===== config.mk =====
export PLATFORM = sky130hd
export DESIGN_NAME = uart_rx_buffer
export DESIGN_NICKNAME = d
export VERILOG_FILES = /design/src/rtl/uart_rx_buffer.sv
export SDC_FILE = /design/constraint.sdc
export NUM_CORES = 1
export LEC_CHECK = 0
export CORE_ASPECT_RATIO = 0.6
export CORE_UTILIZATION = 30
export DETAILED_ROUTE_END_ITERATION = 10
export SYNTH_ARGS = -nofsm -noshare
export SYNTH_HDL_FRONTEND = slang
export SYNTH_SLANG_ARGS = --single-unit

===== constraint.sdc =====
create_clock -name CLK -period 2.58 [get_ports CLK]
set_clock_uncertainty 0.1 [all_clocks]
set_input_delay 0.258 -clock CLK [delete_from_list [all_inputs] [get_ports CLK]]
set_output_delay 0.258 -clock CLK [all_outputs]
set_load 0.02 [all_outputs]

===== src/rtl/uart_rx_buffer.sv =====
// Receive-side word FIFO between the UART RX FSM and its consumer.
// Registered one-cycle read path, occupancy flags from a registered count, and a sticky overflow flag.
module uart_rx_buffer #(
  parameter int DATA_WIDTH = 8,
  parameter int DEPTH      = 8,
  parameter int AF_LEVEL   = 6,
  localparam int AW        = $clog2(DEPTH),
  localparam int CW        = AW + 1
) (
  input  logic                  CLK,
  input  logic                  RST,
  input  logic [DATA_WIDTH-1:0] P_DATA,
  input  logic                  data_valid,
  input  logic                  rd_en,
  input  logic                  clr_ovf,
  output logic [DATA_WIDTH-1:0] rd_data,
  output logic                  rd_valid,
  output logic                  empty,
  output logic                  full,
  output logic                  almost_full,
  output logic [CW-1:0]         count,
  output logic                  ovf
);

  logic [DATA_WIDTH-1:0] mem [DEPTH];
  logic [AW-1:0]         wp, rp;
  logic                  rd_acc, wr_acc, drop;

  assign empty       = (count == '0);
  assign full        = (count == CW'(DEPTH));
  assign almost_full = (count >= CW'(AF_LEVEL));

  // A pop frees a slot in the same edge, so a full FIFO still takes a write alongside a read.
  assign rd_acc = rd_en && !empty;
  assign wr_acc = data_valid && (!full || rd_acc);
  assign drop   = data_valid && full && !rd_acc;

  // Storage is left unreset; reads are gated by empty so stale entries never surface.
  always_ff @(posedge CLK) begin
    if (wr_acc) mem[wp] <= P_DATA;
  end

  always_ff @(posedge CLK or negedge RST) begin
    if (!RST) begin
      wp       <= '0;
      rp       <= '0;
      count    <= '0;
      rd_data  <= '0;
      rd_valid <= 1'b0;
      ovf      <= 1'b0;
    end else begin
      rd_valid <= rd_acc;
      if (rd_acc) begin
        rd_data <= mem[rp];
        rp      <= rp + AW'(1);
      end
      if (wr_acc) wp <= wp + AW'(1);
      if (wr_acc && !rd_acc)      count <= count + CW'(1);
      else if (rd_acc && !wr_acc) count <= count - CW'(1);
      // Drop outranks a simultaneous clear so no overflow event is ever lost.
      if (drop)         ovf <= 1'b1;
      else if (clr_ovf) ovf <= 1'b0;
    end
  end

endmodule


==> results of run 1 <==
sequential cells by signal, indices dropped and copies added, names as in the netlist:
register and count:
count 4, mem 64, ovf 1, rd_data 8, rd_valid 1, rp 3
wp 3
worst paths after layout:
| kind | to | cells after the start |
|---|---|---|
| setup / recovery | count[3]$_DFFE_PN0P_ | 10 |
| hold / removal | rd_data[2]$_DFFE_PN0N_ | 2 |
| setup reg to reg | count[3]$_DFFE_PN0P_ | 10 |
| hold reg to reg | rd_data[6]$_DFFE_PN0N_ | 2 |
| max in group asynchronous | count[0]$_DFFE_PN0P_ | 2 |
| min in group CLK | rd_data[6]$_DFFE_PN0N_ | 2 |
Yosys cell counts, drive strengths merged:
cell type / instances / area, um^2
o41ai: 1 / 8.76
o32ai: 1 / 8.76
a21oi: 1 / 5.00
xnor2: 6 / 52.6
edfxtp: 64 / 1920
o21ai: 11 / 66.3
a21o: 2 / 16.3
ha: 5 / 62.6
buf: 7 / 50.0
a221o: 8 / 80.1
clkbuf: 2 / 7.51
nand2b: 3 / 18.8
mux2: 17 / 191
nor4: 2 / 12.5
or4b: 1 / 13.8
o22ai: 8 / 50.1
nor2: 4 / 15.0
mux2i: 17 / 170
o31ai: 1 / 7.51
nor3: 7 / 35.0
inv: 6 / 22.5
a2111oi: 1 / 8.76
dfrtp: 20 / 500
nand2: 22 / 85.1
fa: 1 / 20.0
nor2b: 1 / 6.26
cell usage in the layout, fill, tap and decap left out, types with 6 or more instances in the layout:
cell type        count
buf_4               23
a221o_1              8
mux2i_1             17
nor3_1               7
edfxtp_1            64
clkbuf_16            9
nand2_1             21
mux2_2              17
xnor2_1              6
o22ai_1              8
o21ai_0             10
clkdlybuf4s50_1     29
dfrtp_1             16
cell families (layout without fill, tap and decap cells):
logic type	Yosys count	count (layout)
flip-flops	84	84
AND/OR/NAND/NOR	40	40
AO/OA/AOI/OAI	34	34
multiplexers	34	34
buffers and inverters	15	74
adder cells (fa/ha/maj)	6	6
XOR/XNOR	6	6
layer usage:
layer | vias to the layer above | GRT usage [%]
li1 | 939 | -
met1 | 980 | 19.2
met4 | 0 | 4.50
met5 | - | 0
met2 | 36 | 18.0
met3 | 6 | 3.84
stage by stage:
step,instances,util [%],instance area (um^2),hold WS [ns]
after floorplan,219,-,3480,-0.138
after global placement,398,37.3,4050,0.361
after detailed placement,398,37.3,4050,0.371
after CTS,414,39.8,4320,0.176
after global routing,417,40.2,4360,0.223
final,417,40.2,4360,0.171
power breakdown:
part           switching (W)  internal [W]
registers           0.000154       0.00177
clock network       0.000486      0.000675
logic                0.00100      0.000902
what timing repair did:
| action | CTS | global route |
|---|---|---|
| endpoints found under the setup margin | 0 | 1 |
| gates resized for setup | 0 | 4 |
| buffers inserted | 0 | 3 |
layout make-up:
type                    count  area, um^2
flip-flops and latches     84        2430
well taps                 139         174
multi-input cells         120         991
repair buffers             52         463
clock inverters             4        25.0
fillers                   974        6490
clock buffers              12         246
inverters                   6        30.0
==> results.rst, run 1 <==
.. list-table::
   :header-rows: 1

   * - Metric
     - Value
   * - Remaining antenna violation count after routing
     - 0
   * - Vias per Instance
     - 4.70
   * - Met2 Routed Length
     - 2910 um
   * - Fraction of the mapped netlist area in adder cells
     - 2.40%
   * - Pin count of the biggest net entering global routing
     - 26
   * - Root buffer cell
     - clkbuf_16
   * - Syn Area/Cell
     - 15.7 um^2
   * - Total wire length
     - a little under 7000 um
   * - Fraction of layout cells with a size suffix above 1
     - between 20% and 30%
   * - TritonCTS clock tree
     - done
   * - Met1 wire length
     - 3700 um
   * - Number of antenna cells inserted
     - 0
   * - Leakage
     - 1.58 nW
   * - Hpwl dp
     - 4840 um
   * - Max FO, Critical Path
     - 4
   * - Warnings from Yosys
     - 0
   * - Seq/Total Area, Yosys
     - 70.5%
   * - Count of routing violations after the opening detailed-route iteration
     - ~110
   * - IO Pins
     - 30
   * - Startpoint of the lowest-slack register-to-register path
     - count[2]$_DFFE_PN0P_
   * - Pwr/cell area
     - 1150 nW/um^2
   * - Remaining Overflow, GRT
     - 0
   * - Tightest Hold Check Type
     - primary input to asynchronous set/reset pin
   * - Slew margin rel.
     - 33.4%
   * - All-layer global routing usage
     - 13.0%
   * - Cell type group with the largest total delay on the critical path
     - compound AO/OA/AOI/OAI gates
   * - Avg WL per Cell
     - 16.6 um
   * - Number of rows created at floorplan
     - 29
   * - Multiplexer area fraction after synthesis
     - about a tenth
   * - Crit path launch
     - count[2]$_DFFE_PN0P_
   * - Global-route wire length before repair
     - 11,100 um
   * - Via count of the first global-routing pass
     - 1,914
   * - Combinational family with the most area after synthesis
     - multiplexers
   * - First-pass detailed-route iteration total
     - 4
   * - Number of nets in the layout
     - 292
   * - Starting Density
     - 31.7%
   * - H-Tree Depth
     - 3
   * - Final estimated routing congestion in global placement
     - approximately 0.8
   * - Total number of vias
     - just under 2,000
   * - Hold violation count in the final report
     - 0
   * - Portion of the clock cycle consumed by the worst path in the final layout
     - 97.9%
   * - Max Clk Rate
     - between 0.3 and 0.4 GHz
   * - Distinct cells, synth
     - 33
   * - Port Buffers
     - 29
   * - Synth Area in Compound Gates
     - 7.32%
   * - Net count after synthesis
     - ~240
   * - Core region area
     - 10,800 um^2
   * - Worst path buffer plus inverter count
     - 2
   * - Setup slack of the worst register-to-register path
     - 0.05 ns
   * - VDD IR-drop max
     - 0.391 mV
   * - Pin slew with the least headroom to its limit
     - 0.996 ns
   * - Clk slew on worst S/H paths
     - 0.06 ns
   * - Maximum single-stage delay on the critical path
     - between 0.5 and 0.6 ns
   * - Setup WS pre-CTS
     - 0.0163 ns
   * - Final total negative setup slack
     - 0 ns
   * - Clk sinks
     - 84
   * - Die height
     - around 85 um
   * - Startpoint-to-endpoint class of the critical path
     - flop to flop
   * - Post-synthesis instance total
     - 219
   * - Top Layer Used
     - met4
   * - Total power consumption of the routed design
     - 0.00499 W
   * - Shortest period the worst path allows
     - 2.53 ns
   * - Die boundary width
     - approximately 140 um
   * - Data arrival time of the critical path
     - 2.63 ns
   * - Final Max Tran Viols
     - 0
   * - Sequence of cells on the critical path
     - or4b_4 -> o21ai_4 -> inv_4 -> ha_4 -> clkinv_4 -> ha_4 -> a21o_4 -> a21oi_2 -> mux2i_1 -> o31ai_1
   * - Setup repair after global routing missed its margin
     - yes
   * - Setup slack after layout
     - 0.0537 ns
   * - Fraction of the mapped netlist area in simple logic gates
     - about 5.4%
   * - Highest-delay cell along the critical path
     - or4b_4
   * - Number of buffers inserted by hold repair at cts
     - 0
   * - Setup-failing EPs final
     - 0
   * - Area delta synth->final
     - 26.8%
   * - Post-synthesis xor/xnor area fraction
     - 1.53%
   * - Worst-Skew Late Latency
     - about 0.33 ns
   * - Maximum Capacitance Violations
     - 0
   * - Critical path startpoint category
     - flop
   * - Count of state elements after synthesis
     - 84
   * - Cell mode on critical path
     - ha_4
   * - Result of the run
     - complete, no violations
   * - Die area
     - 11,900 um^2
   * - Required time of the critical path
     - 2.68 ns
   * - Cts bufs inserted
     - 9
   * - Antenna violations before repair
     - 0
   * - Max Buffers Root-to-Sink
     - 2
   * - Total length of routed met3 wires
     - 264 um
   * - Crit. End Element
     - flop
   * - Residual DRC
     - 0
   * - Synthesized area
     - 3440 um^2
No activity file was read; power rests on OpenSTA's default activity.
==> inputs of run 2 (changes only) <==
--- a/config.mk
+++ b/config.mk
@@ -8,6 +8,7 @@
 export CORE_ASPECT_RATIO = 0.6
 export CORE_UTILIZATION = 30
 export DETAILED_ROUTE_END_ITERATION = 10
+export PLACE_DENSITY = 0.57
 export SYNTH_ARGS = -nofsm -noshare
 export SYNTH_HDL_FRONTEND = slang
 export SYNTH_SLANG_ARGS = --single-unit
==> results.rst, run 2 (synthesis gave the netlist of run 1 again) <==
.. list-table::
   :header-rows: 1

   * - Metric
     - Value
   * - Clk slew on worst S/H paths
     - 0.06 ns
   * - Crit path launch
     - count[2]$_DFFE_PN0P_
   * - IO Pins
     - 30
   * - Pwr/cell area
     - 1170 nW/um^2
   * - Setup-failing EPs final
     - 0
   * - Setup WS pre-CTS
     - around 0.043 ns
   * - Number of rows created at floorplan
     - 29
   * - Hold violation count in the final report
     - 0
   * - Core region area
     - 10,800 um^2
   * - Starting Density
     - 31.7%
   * - Die height
     - 84.9 um
   * - Via count of the first global-routing pass
     - 1,938
   * - Hpwl dp
     - 4610 um
   * - Setup slack of the worst register-to-register path
     - 0.09 ns
   * - Cell count of the worst reg-to-reg path
     - 10
   * - Total wire length
     - 6970 um
   * - Cell type group with the largest total delay on the critical path
     - compound AO/OA/AOI/OAI gates
   * - Final cell count without fillers
     - 413
   * - Highest-delay cell along the critical path
     - or4b_4
   * - VDD IR-drop max
     - 0.423 mV
   * - Worst-Skew Late Latency
     - 0.34 ns
   * - Final Max Tran Viols
     - 0
   * - Final estimated routing congestion in global placement
     - 0.746
   * - Fraction of layout cells with a size suffix above 1
     - 23.7%
   * - Pin slew with the least headroom to its limit
     - 0.897 ns
   * - Portion of the clock cycle consumed by the worst path in the final layout
     - 96.3%
   * - Tightest Hold Check Type
     - primary input to asynchronous set/reset pin
   * - Sequence of cells on the critical path
     - or4b_4 -> o21ai_4 -> inv_2 -> ha_4 -> inv_6 -> ha_4 -> a21o_1 -> a21oi_2 -> mux2i_1 -> o31ai_1
   * - Clk sinks
     - 84
   * - Vias per Instance
     - roughly 4.7
   * - Residual DRC
     - 0
   * - Slew margin rel.
     - 40.0%
   * - Cell mode on critical path
     - ha_4
   * - Maximum Capacitance Violations
     - 0
   * - Total power consumption of the routed design
     - 0.00505 W
   * - Finished Cell Area
     - 4330 um^2
   * - Max Clk Rate
     - 0.402 GHz
   * - Required time of the critical path
     - 2.70 ns
   * - Die area
     - between 10,000 and 15,000 um^2
   * - Crit. End Element
     - flop
   * - Placed cell areas
     - 4010 um^2
   * - Max FO, Critical Path
     - 5
   * - Leakage
     - 1.57 nW
   * - Critical path startpoint category
     - flop
   * - Regs by FF count
     - mem: 64 flops, rd_data: 8 flops, count: 4 flops
   * - Cts bufs inserted
     - 9
   * - Root buffer cell
     - clkbuf_16
   * - Worst path buffer plus inverter count
     - 2
   * - Startpoint-to-endpoint class of the critical path
     - flop to flop
   * - Global-route wire length before repair
     - 11,000 um
   * - Setup repair after global routing missed its margin
     - yes
   * - Total number of vias
     - around 1,900
   * - Startpoint of the lowest-slack register-to-register path
     - count[2]$_DFFE_PN0P_
   * - Shortest period the worst path allows
     - between 2 and 2.5 ns
   * - Most frequent cells in the layout
     - edfxtp_1 (64), clkdlybuf4s50_1 (29), nand2_1 (21)
   * - Number of nets in the layout
     - 288
   * - Worst Hold Slack
     - about 0.16 ns
   * - Max Buffers Root-to-Sink
     - 2
   * - Reg2reg end
     - count[3]$_DFFE_PN0P_
   * - Antenna violations before repair
     - 0
   * - Result of the run
     - complete, no violations
   * - Pin count of the biggest net entering global routing
     - 30
   * - Number of cells in the design after placement
     - 393
   * - Data arrival time of the critical path
     - 2.60 ns
   * - Register ranked first by flip-flop count
     - mem
   * - H-Tree Depth
     - 3
   * - TritonCTS clock tree
     - done
   * - Count of routing violations after the opening detailed-route iteration
     - 133
   * - Die boundary width
     - roughly 140 um
   * - Remaining antenna violation count after routing
     - 0
   * - First-pass detailed-route iteration total
     - 4
   * - Number of buffers inserted by hold repair at cts
     - 0
   * - Number of antenna cells inserted
     - 0
   * - Avg WL per Cell
     - 16.9 um
   * - Maximum single-stage delay on the critical path
     - 0.57 ns
   * - Remaining Overflow, GRT
     - 0
   * - Port Buffers
     - 29
   * - All-layer global routing usage
     - around 13%
   * - Area delta synth->final
     - 26.1%
   * - Setup slack after layout
     - 0.0946 ns
   * - Commonest non-fill, non-tap cell in the layout
     - edfxtp_1
   * - Largest register FFs
     - 64
==> run 2: changes by cell type in the layout (fill, tap and decap cells not counted), sizes merged <==
cell / delta
buf: -4
bufinv: +1
clkbuf: -1
clkinv: -1
inv: +1
==> run 2: worst max-delay path by stage <==
| stage | cells past startpoint | end |
|---|---|---|
| 5_1_grt | 10 | count[3]$_DFFE_PN0P_ |
| 3_5_place_dp | 10 | count[3]$_DFFE_PN0P_ |
| 6_report | 10 | count[3]$_DFFE_PN0P_ |
| 2_1_floorplan | 10 | count[3]$_DFFE_PN0P_ |
| 4_1_cts | 10 | count[3]$_DFFE_PN0P_ |
| 3_3_place_gp | 10 | count[3]$_DFFE_PN0P_ |
==> run 2: worst reg2reg max path, delay by kind of cell (launching register included) <==
kind / cells / cell delay [ns]
compound gates: 4 / 0.59
simple gates: 1 / 0.57
flops: 1 / 0.40
fa+ha+maj: 2 / 0.36
mux: 1 / 0.20
buf+inv: 2 / 0.15
==> run 2: timing repair <==
action,4_1_cts,5_1_grt
setup buffers,0,4
endpoints found under the setup margin,0,1
gates resized for setup,0,1
==> run 2: stage by stage <==
step                TNS [ns]  util, %
floorplan            -0.0449        -
global placement           0     36.9
detailed placement         0     36.9
CTS                        0     39.6
global route         -0.0359     39.9
finish                     0     39.9
==> run 2: per-layer routing <==
metal	global-route usage, %	vias to the layer above	share of wire, %
met1	19.2	947	54
met2	17.1	32	41
met4	4.50	0	0.69
met3	4.57	6	3.8
met5	0	-	0
li1	-	939	-
==> run 2: area by class of cell <==
class,count,area (um^2)
Clock buffer,11,233
Clock inverter,5,62.6
Fill cell,976,6520
Inverter,6,27.5
Multi-Input combinational cell,120,977
Sequential cell,84,2430
Tap cell,139,174
Timing Repair Buffer,48,433
==> run 2: power breakdown <==
group	switching, W	internal (W)	leakage [nW]
registers	0.000146	0.00177	0.817
clock network	0.000505	0.000753	0.136
logic	0.000997	0.000876	0.612
total	0.00165	0.00340	1.57
